<file path="config.mk">
export PLATFORM = sky130hd
export DESIGN_NAME = hbridge_driver
export DESIGN_NICKNAME = d
export VERILOG_FILES = /design/src/rtl/hbridge_driver.sv
export SDC_FILE = /design/constraint.sdc
export NUM_CORES = 1
export LEC_CHECK = 0
export CORE_AREA = 2 2 103 105
export DETAILED_ROUTE_END_ITERATION = 10
export DIE_AREA = 0 0 105 107
export PLACE_DENSITY = 0.71
export SLEW_MARGIN = 20
export SYNTH_ARGS = -nofsm -noshare
export SYNTH_HDL_FRONTEND = slang
export SYNTH_SLANG_ARGS = --single-unit
</file>
<file path="constraint.sdc">
create_clock -name clk -period 3.6 [get_ports clk]
set_input_delay 0.9 -clock clk [delete_from_list [all_inputs] [get_ports clk]]
set_output_delay 0.9 -clock clk [all_outputs]
set_load 0.005 [all_outputs]
</file>
<file path="src/rtl/hbridge_driver.sv">
// Dual H-bridge driver: per-motor OFF/RUN/DEAD control with dead time on reversal and
// a soft-start duty ramp, sharing one PWM timebase between both motors.
module hbridge_driver #(
    parameter int          PRESCALE    = 4,
    parameter logic [7:0]  DUTY_MAX    = 8'd200,
    parameter logic [7:0]  RAMP_STEP   = 8'd50,
    parameter logic [15:0] DEAD_CYCLES = 16'd16
) (
    input  logic       clk,
    input  logic       rst_n,
    input  logic [3:0] motorIn,
    input  logic [1:0] motorEn,
    output logic [3:0] hb_in,
    output logic [1:0] hb_en,
    output logic [1:0] dead
);
    localparam int         PW        = (PRESCALE > 1) ? $clog2(PRESCALE) : 1;
    localparam logic [8:0] DUTY_MAX9 = {1'b0, DUTY_MAX};
    localparam logic [8:0] STEP9     = {1'b0, RAMP_STEP};

    typedef enum logic [1:0] {ST_OFF, ST_RUN, ST_DEAD} state_t;

    logic [3:0]    min_s1_q, min_s2_q;
    logic [1:0]    men_s1_q, men_s2_q;
    logic [PW-1:0] presc_q, presc_d;
    logic [7:0]    pwm_cnt_q, pwm_cnt_d;
    logic          tick, pb;

    always_ff @(posedge clk or negedge rst_n) begin
        if (!rst_n) begin
            min_s1_q <= '0;
            min_s2_q <= '0;
            men_s1_q <= '0;
            men_s2_q <= '0;
        end else begin
            min_s1_q <= motorIn;
            min_s2_q <= min_s1_q;
            men_s1_q <= motorEn;
            men_s2_q <= men_s1_q;
        end
    end

    // Shared timebase: tick every PRESCALE clocks, pb on the tick that wraps pwm_cnt.
    assign tick = (presc_q == PW'(PRESCALE - 1));
    assign pb   = tick && (pwm_cnt_q == 8'hFF);

    always_comb begin
        presc_d   = tick ? '0 : presc_q + 1'b1;
        pwm_cnt_d = tick ? pwm_cnt_q + 8'd1 : pwm_cnt_q;
    end

    always_ff @(posedge clk or negedge rst_n) begin
        if (!rst_n) begin
            presc_q   <= '0;
            pwm_cnt_q <= '0;
        end else begin
            presc_q   <= presc_d;
            pwm_cnt_q <= pwm_cnt_d;
        end
    end

    genvar gi;
    generate
        for (gi = 0; gi < 2; gi++) begin : g_motor
            state_t      state_q, state_d;
            logic [1:0]  dir_q, dir_d, pend_q, pend_d;
            logic [7:0]  duty_q, duty_d;
            logic [15:0] dcnt_q, dcnt_d;
            logic [1:0]  pin_q, pin_d;
            logic        en_q, en_d, dead_q, dead_d;
            logic [1:0]  cmd;
            logic        cmd_valid;
            logic [8:0]  duty_sum;

            assign cmd       = min_s2_q[2*gi +: 2];
            assign cmd_valid = men_s2_q[gi] && ((cmd == 2'b01) || (cmd == 2'b10));
            assign duty_sum  = {1'b0, duty_q} + STEP9;

            always_comb begin
                state_d = state_q;
                dir_d   = dir_q;
                pend_d  = pend_q;
                duty_d  = duty_q;
                dcnt_d  = dcnt_q;
                if (!cmd_valid) begin
                    state_d = ST_OFF;
                    duty_d  = 8'd0;
                    dcnt_d  = 16'd0;
                end else begin
                    case (state_q)
                        ST_OFF: begin
                            state_d = ST_RUN;
                            dir_d   = cmd;
                            duty_d  = 8'd0;
                        end
                        ST_RUN: begin
                            if (cmd != dir_q) begin
                                state_d = ST_DEAD;
                                pend_d  = cmd;
                                duty_d  = 8'd0;
                                dcnt_d  = DEAD_CYCLES - 16'd1;
                            end else if (pb) begin
                                duty_d = (duty_sum > DUTY_MAX9) ? DUTY_MAX : duty_sum[7:0];
                            end
                        end
                        ST_DEAD: begin
                            // Latest valid command wins; the dead time always runs to completion.
                            pend_d = cmd;
                            if (dcnt_q == 16'd0) begin
                                state_d = ST_RUN;
                                dir_d   = pend_q;
                                duty_d  = 8'd0;
                            end else begin
                                dcnt_d = dcnt_q - 16'd1;
                            end
                        end
                        default: begin
                            state_d = ST_OFF;
                            duty_d  = 8'd0;
                        end
                    endcase
                end
                // Outputs follow next-state so they register on the same edge as the FSM.
                pin_d  = (state_d == ST_RUN) ? dir_d : 2'b00;
                en_d   = (state_d == ST_RUN) && (pwm_cnt_d < duty_d);
                dead_d = (state_d == ST_DEAD);
            end

            always_ff @(posedge clk or negedge rst_n) begin
                if (!rst_n) begin
                    state_q <= ST_OFF;
                    dir_q   <= 2'b00;
                    pend_q  <= 2'b00;
                    duty_q  <= 8'd0;
                    dcnt_q  <= 16'd0;
                    pin_q   <= 2'b00;
                    en_q    <= 1'b0;
                    dead_q  <= 1'b0;
                end else begin
                    state_q <= state_d;
                    dir_q   <= dir_d;
                    pend_q  <= pend_d;
                    duty_q  <= duty_d;
                    dcnt_q  <= dcnt_d;
                    pin_q   <= pin_d;
                    en_q    <= en_d;
                    dead_q  <= dead_d;
                end
            end

            assign hb_in[2*gi +: 2] = pin_q;
            assign hb_en[gi]        = en_q;
            assign dead[gi]         = dead_q;
        end
    endgenerate
endmodule

</file>
* Word-level counts from Yosys, hierarchy flattened
Cells that the tools add are included.
** Storage, ports and cells
- Bits in registers :: 90
- Bits of input ports :: 8
- Output and inout port bits :: 8
- Word-level logic and storage cells :: 115
** Operators by class
- Add/sub/neg operators :: 6
- Order comparisons :: 4
- Eq/ne operators :: 24
- Muxes and demuxes :: 42
- Reduce and logical (&&, ||, !) cells :: 17
** Operators by type and width (number)
- $mux W16 :: 6
- $mux W8 :: 11
- $pmux W16 S2 :: 2
- $logic_not A16 Y1 :: 2
- $pmux W8 S2 :: 2
- $sub A16 B1 Y16 const B :: 2
- $mux W2 :: 15
- $add A8 B6 Y9 const B :: 2
- $gt A9 B8 Y1 const B :: 2
- $lt A8 B8 Y1 :: 2
- $pmux W2 S2 :: 4
- $eq A2 B2 Y1 const B :: 7
- $eq A2 B1 Y1 const B :: 6
- $ne A3 B3 Y1 const B :: 4
- $pmux W2 S3 :: 2
- $reduce_and A3 Y1 :: 4
- $add A8 B1 Y8 const B :: 1
- $eq A8 B8 Y1 const B :: 1
- $ne A3 B1 Y1 const B :: 2
- $logic_and A1 B1 Y1 :: 5
- $logic_not A2 Y1 :: 2
- $ne A2 B2 Y1 :: 2
- $ne A2 B2 Y1 const B :: 2
- $reduce_bool A2 Y1 :: 2
- 2 further kinds :: 3

* Logic depth before layout (Yosys ltp)
Gate-level depths: netlist of the first run.
- Depth after elaboration :: 9
- Gate-level depth with buffers :: 14
- Depth with buffers taken out :: 13

* Least setup slack after synthesis of the first run
OpenSTA, ideal clock, no wires.
- Path type :: register -> register
- Start point :: register presc_q[0]
- End point :: register g_motor[0].en_q
- Library setup time :: 110 ps
- Data arrival time :: 3238 ps
- Required time :: 3490 ps
- Slack :: 252 ps
- Stages on the path, launching flop included :: 15
- Buffers on the path :: 2
- Period minus slack after synthesis :: 3348 ps
- Cell sequence :: dfrtp_1 -> ha_1 -> clkbuf_1 -> nand4_1 -> or2_2 -> clkbuf_1 -> nor2_1 -> a21oi_1 -> or3_1 -> ha_1 -> a21oi_1 -> nand2_1 -> a221oi_1 -> o21ai_0 -> o41ai_1
** On the way
- Cells in the longest elaborated chain, start to end :: 8
- Elaborated cells on any way between the ends :: 9
- Those cells by class :: 1 x order compare; 1 x eq/ne; 5 x mux; 2 x reduce/logical
** Ends and longest elaborated chain
- from (decl) :: RTL line 25 : logic [PW-1:0] presc_q, presc_d;
- from (signal assigned) :: RTL line 57 : presc_q <= presc_d;
- $eq A2 B2 Y1 (*) :: RTL line 44 : assign tick = (presc_q == PW'(PRESCALE - 1));
- $logic_and A1 B1 Y1 :: RTL line 45 : assign pb = tick && (pwm_cnt_q == 8'hFF);
- $mux W8 :: RTL line 102 : end else if (pb) begin
- $mux W8 :: RTL line 97 : if (cmd != dir_q) begin
- $pmux W8 S2 :: RTL line 90 : case (state_q)
- $mux W8 :: RTL line 85 : if (!cmd_valid) begin
- $lt A8 B8 Y1 (*) :: RTL line 125 : en_d = (state_d == ST_RUN) && (pwm_cnt_d < duty_d);
- $logic_and A1 B1 Y1 (*) :: RTL line 125
- net g_motor[0].en_d :: RTL line 70 : logic en_q, en_d, dead_q, dead_d;
- to (signal assigned) :: RTL line 146 : en_q <= en_d;
- to (decl) :: RTL line 70
Mark *: on every way through the listed nets, which the timed path passes. The rest lies on a longest branch.
A chain may end at the register's enable or synchronous reset.

* Worst setup path in the final report of the first run
Same ends and word-level chain as after synthesis.

==> qor.yml, run 1 <==
status:
  outcome: "completed"
cts:
  post_cts_buffers: 0
  clk_latency_ns: 0.36
  cts_max_level: 3
  root_buffer: "clkbuf_8"
  cts_num_sinks: 90
  clockBufferDepth: 2
  hold_buffers: 0
  cts.repair.resized: 0
  numCtsBuffers: 9
  cts_tree: "done"
  path_clk_slew_ns: 0.09
timing:
  final.min_clock_period_ns: 3.32
  finalMaxSlewViolations: 0
  setup_viol: 0
  hold_viol: 0
  layout_setup_ws_ns: 0.278
  fmax_ghz: 0.301
  relSlewSlack: 0.475
  grt_setup_unrepaired: "false"
  worst_slew_pin_slew_ns: 0.787
  tns_ns: 0
  min_period_over_period: 0.923
  fin_worst_skew_ns: 0.00770
layout:
  diodes: 0
  postLayoutCellArea_um2: 5990
  area_delta_synth_final_pct: 11.4
  final_nets: 625
  drive_gt1_frac: 0.0997
global_routing:
  grt_max_degree: 61
  grt-busiest-layer: "met2"
  grt-ovfl-total: 0
  grt_pass1_vias: 4442
  grt_use_met1: 0.306
  grtUsageMet3: 0.0292
  met2_usage: 0.381
  grt_usage: 0.228
  grt_pass1_wl_um: 21000
  antenna_found_initial: 0
worst_setup_path:
  ff2ff_setup_slack_ns: 0.28
  end_kind: "register"
  cp.required_ns: 3.85
  r2r-start: "presc_q[0]$_DFF_PN0_"
  critPathKind: "register to register"
  cp-start-kind: "register"
  cp_data_arrival_time_ns: 3.58
  worst_r2r_path_depth: 12
  r2r_end: "g_motor[0].en_q$_DFF_PN0_"
  worstPathMaxFanout: 9
route:
  wirelength_um: 12300
  wl_per_cell_um: 16.8
  drt_iter0_markers: 237
  drc: 0
  ant_nets: 0
  num_vias: 4629
  drtPass1Iterations: 5
  viasPerCell: 6.36
yosys:
  netlist.area_leader.share: 0.419
  synth_common_cells: "90 x dfrtp_1, 59 x nand2_1, 33 x a21oi_1"
  syn-cell-area_um2: 5380
  ys_ff_latch: 90
  synth-warning-count: 0
  synth_fp_nets: 608
  synth-edff-count: 0
  synth.top_cells.by_area: "dfrtp_1 42%, ha_1 6.5%, nand2_1 4.1%"
  ys_types: 66
  syn_area_per_cell_um2: 9.41
  syn_inst: 572
  ys_seq_area_frac: 0.419
  ys.flop_type: "dfrtp_1"
  yosys.area.top_type: "dfrtp_1"
  yosysMostFrequentCell: "dfrtp_1"
  synthArstFlopShare: 1.00
hold_path:
  min_path_type: "register to register"
  hold_path_startpoint: "min_s1_q[3]$_DFF_PN0_"
  hold_path_end: "min_s2_q[3]$_DFF_PN0_"
  hold_depth: 0
placed_design:
  placedInstanceArea_um2: 5730
  dp_hpwl_um: 8750
  portBuffers: 15
  pre_cts_slack_ns: 0.113
  place_congestion: 0.869
floorplanning:
  core_um2: 10100
  dieWidth_um: 105
  io_pins: 16
  die_area_um2: 11200
  initial_utilization: 0.533
  core.rowCount: 37
  die_h_um: 107
power_and_ir_drop:
  swShare: 0.316
  power.density_nw_per_um2: 450
  pwr-share-comb: 0.267
  ir_drop_mv: 0.249
  clock_power_share: 0.293
  design_power_total_mw: 2.70
  p_seq_frac: 0.440
  leakage_nw: 2.54
  intPower_mw: 1.85
  p_sw_mw: 0.853
run:
  maxCapViolations: 0
-- through the flow --
| stage | instances | util | hold slack (ns) |
|---|---|---|---|
| detailed placement | 714 | 0.568 | 0.335 |
| global route | 728 | 0.594 | 0.364 |
| global placement | 714 | 0.568 | 0.335 |
| CTS | 728 | 0.591 | 0.354 |
| floorplan | 572 | - | 0.331 |
| finish | 728 | 0.594 | 0.352 |
-- cell type report --
cell class | count | area, µm²
fillers | 955 | 4100
flip-flops and latches | 90 | 2250
well taps | 136 | 170
clock buffers | 12 | 165
repair buffers | 34 | 303
multi-input cells | 435 | 2970
inverters | 19 | 71.3
clock inverters | 2 | 60.1
-- state kept, by name, indices dropped and copies added (netlist names), 4 cells and up --
signal and flops:
g_motor.pend_q 4, g_motor.dcnt_q 32, g_motor.pin_q 4, g_motor.dir_q 4, pwm_cnt_q 8, g_motor.duty_q 16, g_motor.state_q 4, min_s2_q 4
min_s1_q 4
-- routing by layer --
metal | routed length (µm) | part of all wire
met5 | 0 | 0
met3 | 550 | 0.045
met4 | 195 | 0.016
met1 | 5590 | 0.46
met2 | 5920 | 0.48
-- worst max-delay path, cell delays in order (launching register included) --
cell and delay (ns):
dfrtp_1 0.35, ha_1 0.17, nand4_1 0.21, or2_2 0.46, nor2_2 0.24, a21oi_1 0.12
or3_1 0.36, ha_1 0.33, a21oi_1 0.15, nand2_1 0.07, a221oi_1 0.35, o21ai_0 0.15
o41ai_1 0.26
-- layout by cell type, fill, tap and decap left out, types with 9 or more instances in the layout --
cell type and instances:
dfrtp_1 90, nand2_1 59, a21oi_1 33, ha_1 27, nor2_1 26, o21ai_0 22, inv_1 19, buf_4 19
nand3_1 15, nor3_1 14, nand2b_1 14, clkdlybuf4s50_1 14, and2_1 12, clkbuf_8 12, or3_1 10, nand4_1 10
nor4_1 9, and3_1 9, a31oi_1 9
-- cell families after synthesis --
logic type                 Yosys count  synth area share
xor gates and xnor gates            13            0.0212
DFF                                 90             0.419
muxes                               10            0.0193
buffers and inverters               47            0.0356
adders and majority gates           28            0.0651
and+or+nand+nor                    221             0.223
AOI/OAI and AO/OA                  163             0.217
-- how the worst max path moves through the flow --
stage                                        start                        end  slack (ns)  cells past startpoint
CTS                 g_motor[0].duty_q[1]$_DFF_PN0_  g_motor[0].en_q$_DFF_PN0_        0.10                     11
floorplan                     presc_q[0]$_DFF_PN0_  g_motor[0].en_q$_DFF_PN0_        0.25                     14
global placement    g_motor[0].duty_q[1]$_DFF_PN0_  g_motor[0].en_q$_DFF_PN0_        0.22                     11
global route                 min_s2_q[1]$_DFF_PN0_  g_motor[0].en_q$_DFF_PN0_        0.01                     11
detailed placement  g_motor[0].duty_q[1]$_DFF_PN0_  g_motor[0].en_q$_DFF_PN0_        0.11                     11
finish                        presc_q[0]$_DFF_PN0_  g_motor[0].en_q$_DFF_PN0_        0.28                     12
-- power by group through the flow --
stage / sequential [mW] / clock, mW / combinational (mW)
floorplan: 1.18 / 0 / 0.517
global placement: 1.20 / 0 / 0.677
detailed placement: 1.20 / 0 / 0.703
CTS: 1.18 / 0.805 / 0.708
global route: 1.20 / 0.850 / 0.807
finish: 1.19 / 0.791 / 0.719
(Power assumes the default switching activity.)
==> run 2: changes to the inputs <==
Settings changed: CTS_CLUSTER_DIAMETER from default to 120.
==> results of run 2 <==
Final layout, timing and power as in run 1 (identical DEF).
==> run 3: changes to the inputs <==
Settings changed: ABC_AREA from default to 1, CORE_AREA 2 2 103 105 to 2 2 101 103, DIE_AREA 0 0 105 107 to 0 0 103 105, GPL_ROUTABILITY_DRIVEN from default to 0, PLACE_DENSITY 0.71 to 0.7.
==> run 3 against run 2 <==
Net effect: core utilization is 1.5 points lower; first-iteration DRC count down 19%; clock-buffer cell count is 3 lower; fmax is 20% higher; cell count is 9.6% higher; highest routed layer unchanged; via count decreased by 9.0%; global-route usage down 1.4 points; wire length fell by 15%; area after synthesis down 5.2%; setup slack improved by 0.54 ns; synthesized cell count increased by 12%; register-to-register slack improved by 0.54 ns; largest power group unchanged.
==> qor.yml, run 3 <==
yosys:
  syn_inst: 640
  synth-edff-count: 0
  syn-cell-area_um2: 5100
  ys_seq_area_frac: 0.441
  yosys.area.top_type: "dfrtp_1"
  synth_fp_nets: 676
  synth_common_cells: "125 x nand2_1, 105 x inv_1, 90 x dfrtp_1"
  netlist.area_leader.share: 0.441
  ys_types: 43
  yosysMostFrequentCell: "nand2_1"
  syn_area_per_cell_um2: 7.97
  synthArstFlopShare: 1.00
  ys.flop_type: "dfrtp_1"
  synth-warning-count: 0
  synth.top_cells.by_area: "dfrtp_1 44%, nand2_1 9.2%, inv_1 7.7%"
  ys_ff_latch: 90
global_routing:
  grt_pass1_wl_um: 18500
  grt_pass1_vias: 4229
  grt_max_degree: 52
  grt-ovfl-total: 0
  antenna_found_initial: 0
  grt_usage: 0.214
placed_design:
  portBuffers: 15
  dp_hpwl_um: 7920
  dp_cells: 782
  pre_cts_slack_ns: 0.942
worst_setup_path:
  crit_path_top_delay_cell: "dfrtp_1"
  cp-start-kind: "register"
  cp.required_ns: 3.89
  end_kind: "register"
  cp_data_arrival_time_ns: 3.07
  path_cells: "ha_1 > nand4_1 > nor3_2 > inv_1 > nor2_1 > inv_1 > nor2_1 > inv_1 > o22ai_1 > nand2_1 > ha_1 > a21oi_1 > o211ai_1 > a21oi_1"
  worstPathMaxFanout: 6
  critPathKind: "register to register"
  crit_buf_inv: 3
  max_stage_delay_ns: 0.36
  cpMostUsedCell: "inv_1"
  critical_path.top_delay_family: "simple AND/OR/NAND/NOR gates"
cts:
  cts_tree: "done"
  cts_num_sinks: 90
  root_buffer: "clkbuf_8"
  post_cts_buffers: 0
  clockBufferDepth: 2
  numCtsBuffers: 9
  cts_max_level: 3
  clk_latency_ns: 0.37
  cts.repair.resized: 0
  hold_buffers: 0
  path_clk_slew_ns: 0.09
floorplanning:
  core_um2: 9640
  dieWidth_um: 103
  initial_utilization: 0.529
  io_pins: 16
  die_h_um: 105
  die_area_um2: 10800
  core.rowCount: 36
layout:
  diodes: 0
  area_delta_synth_final_pct: 9.32
  fillerInstances: 925
  top_regs: "g_motor.dcnt_q: 32 flops, g_motor.duty_q: 16 flops, pwm_cnt_q: 8 flops"
  final_cell_mix: "125 x nand2_1, 105 x inv_1, 90 x dfrtp_1"
  regMostFlops: "g_motor.dcnt_q"
  final_nets: 696
  finalNonFillerCells: 798
  drive_gt1_frac: 0.0677
  final_common_cell: "nand2_1"
  largest_reg_flops: 32
route:
  routed.top_layer: "met4"
  viasPerCell: 5.28
  dr_wl_met2_um: 5140
  drc: 0
  ant_nets: 0
  met1_length_um: 4720
  num_vias: 4212
  wl_per_cell_um: 13.0
  drtPass1Iterations: 5
  wirelength_um: 10400
  drt_iter0_markers: 193
  wl_met3_um: 402
timing:
  relSlewSlack: 0.575
  finalMaxSlewViolations: 0
  grt_setup_unrepaired: "false"
  min_period_over_period: 0.771
  hold_viol: 0
  setup_viol: 0
  fin_worst_skew_ns: 0.00908
  tns_ns: 0
  final.min_clock_period_ns: 2.78
  fmax_ghz: 0.360
  layout_setup_ws_ns: 0.823
  worst_slew_pin_slew_ns: 0.637
run:
  maxCapViolations: 0
power_and_ir_drop:
  power.density_nw_per_um2: 438
  leakage_nw: 2.84
  ir_drop_mv: 0.308
status:
  outcome: "completed"
hold_path:
  min_path_type: "register to register"
## run 3: cell types whose count changed after synthesis, sizes merged, moves of 8 or more
cell and change:
a31oi -8, and2 -12, and3 -9, clkbuf -21
inv +93, nand2 +68, nand2b -14, nand3 +33
nor2 +45, o21ai +19, or3 -13, or4 -10
## run 3: where the power goes
group / switching (mW) / total (mW) / internal [mW]
registers: 0.0642 / 1.15 / 1.09
logic: 0.374 / 0.586 / 0.212
clock network: 0.379 / 0.703 / 0.325
total: 0.817 / 2.44 / 1.63
## run 3: cell type report
| class | count | area (µm²) | area share |
|---|---|---|---|
| clock buffer | 9 | 124 | 0.0222 |
| clock inverter | 7 | 78.8 | 0.0141 |
| sequential | 90 | 2250 | 0.404 |
| inverter | 113 | 424 | 0.0760 |
| timing repair buffer | 17 | 163 | 0.0292 |
| multi-input combinational | 429 | 2370 | 0.425 |
| tap | 133 | 166 | 0.0298 |
## run 3: stage by stage
stage,area [µm²],total power [mW],util,hold slack [ns]
final,5580,2.44,0.579,0.356
after global routing,5580,2.62,0.579,0.362
after CTS,5580,2.48,0.579,0.357
after detailed placement,5380,1.76,0.558,0.336
after global placement,5380,1.74,0.558,0.333
after floorplan,5100,1.61,-,0.331
## run 3: kinds of logic (layout without fill, tap and decap cells)
group / count (synthesis) / count (layout) / synth area share
AND/OR/NAND/NOR: 278 / 278 / 0.244
buffers and inverters: 121 / 146 / 0.0941
AO/OA/AOI/OAI: 104 / 104 / 0.118
flip-flops: 90 / 90 / 0.441
adder cells (fa/ha/maj): 28 / 28 / 0.0686
XOR/XNOR: 18 / 18 / 0.0309
multiplexers: 1 / 1 / 0.00221
## run 3: worst reg2reg max path: stages, from the launching register on
cell,delay [ns]
dfrtp_1,0.36
ha_1,0.28
nand4_1,0.22
nor3_2,0.27
inv_1,0.12
nor2_1,0.22
inv_1,0.06
nor2_1,0.11
inv_1,0.09
o22ai_1,0.13
nand2_1,0.10
ha_1,0.33
a21oi_1,0.15
o211ai_1,0.10
a21oi_1,0.16
## run 3: layer usage
layer | track usage | up-vias
li1 | - | 2114
met1 | 0.273 | 1993
met2 | 0.354 | 93
met3 | 0.0562 | 12
met4 | 0.0630 | 0
met5 | 0 | -
## run 3: path summary, 6_finish.rpt
kind,cells after the start,end,slack [ns],startpoint
worst max register to register,14,g_motor[0].en_q$_DFF_PN0_,0.82,presc_q[0]$_DFF_PN0_
worst min-delay path,0,min_s2_q[0]$_DFF_PN0_,0.36,min_s1_q[0]$_DFF_PN0_
min in group asynchronous,1,g_motor[0].dcnt_q[13]$_DFFE_PN0P_,0.54,rst_n
max in group asynchronous,2,pwm_cnt_q[0]$_DFF_PN0_,2.33,rst_n
worst min register to register,0,min_s2_q[0]$_DFF_PN0_,0.36,min_s1_q[0]$_DFF_PN0_
worst max-delay path,14,g_motor[0].en_q$_DFF_PN0_,0.82,presc_q[0]$_DFF_PN0_
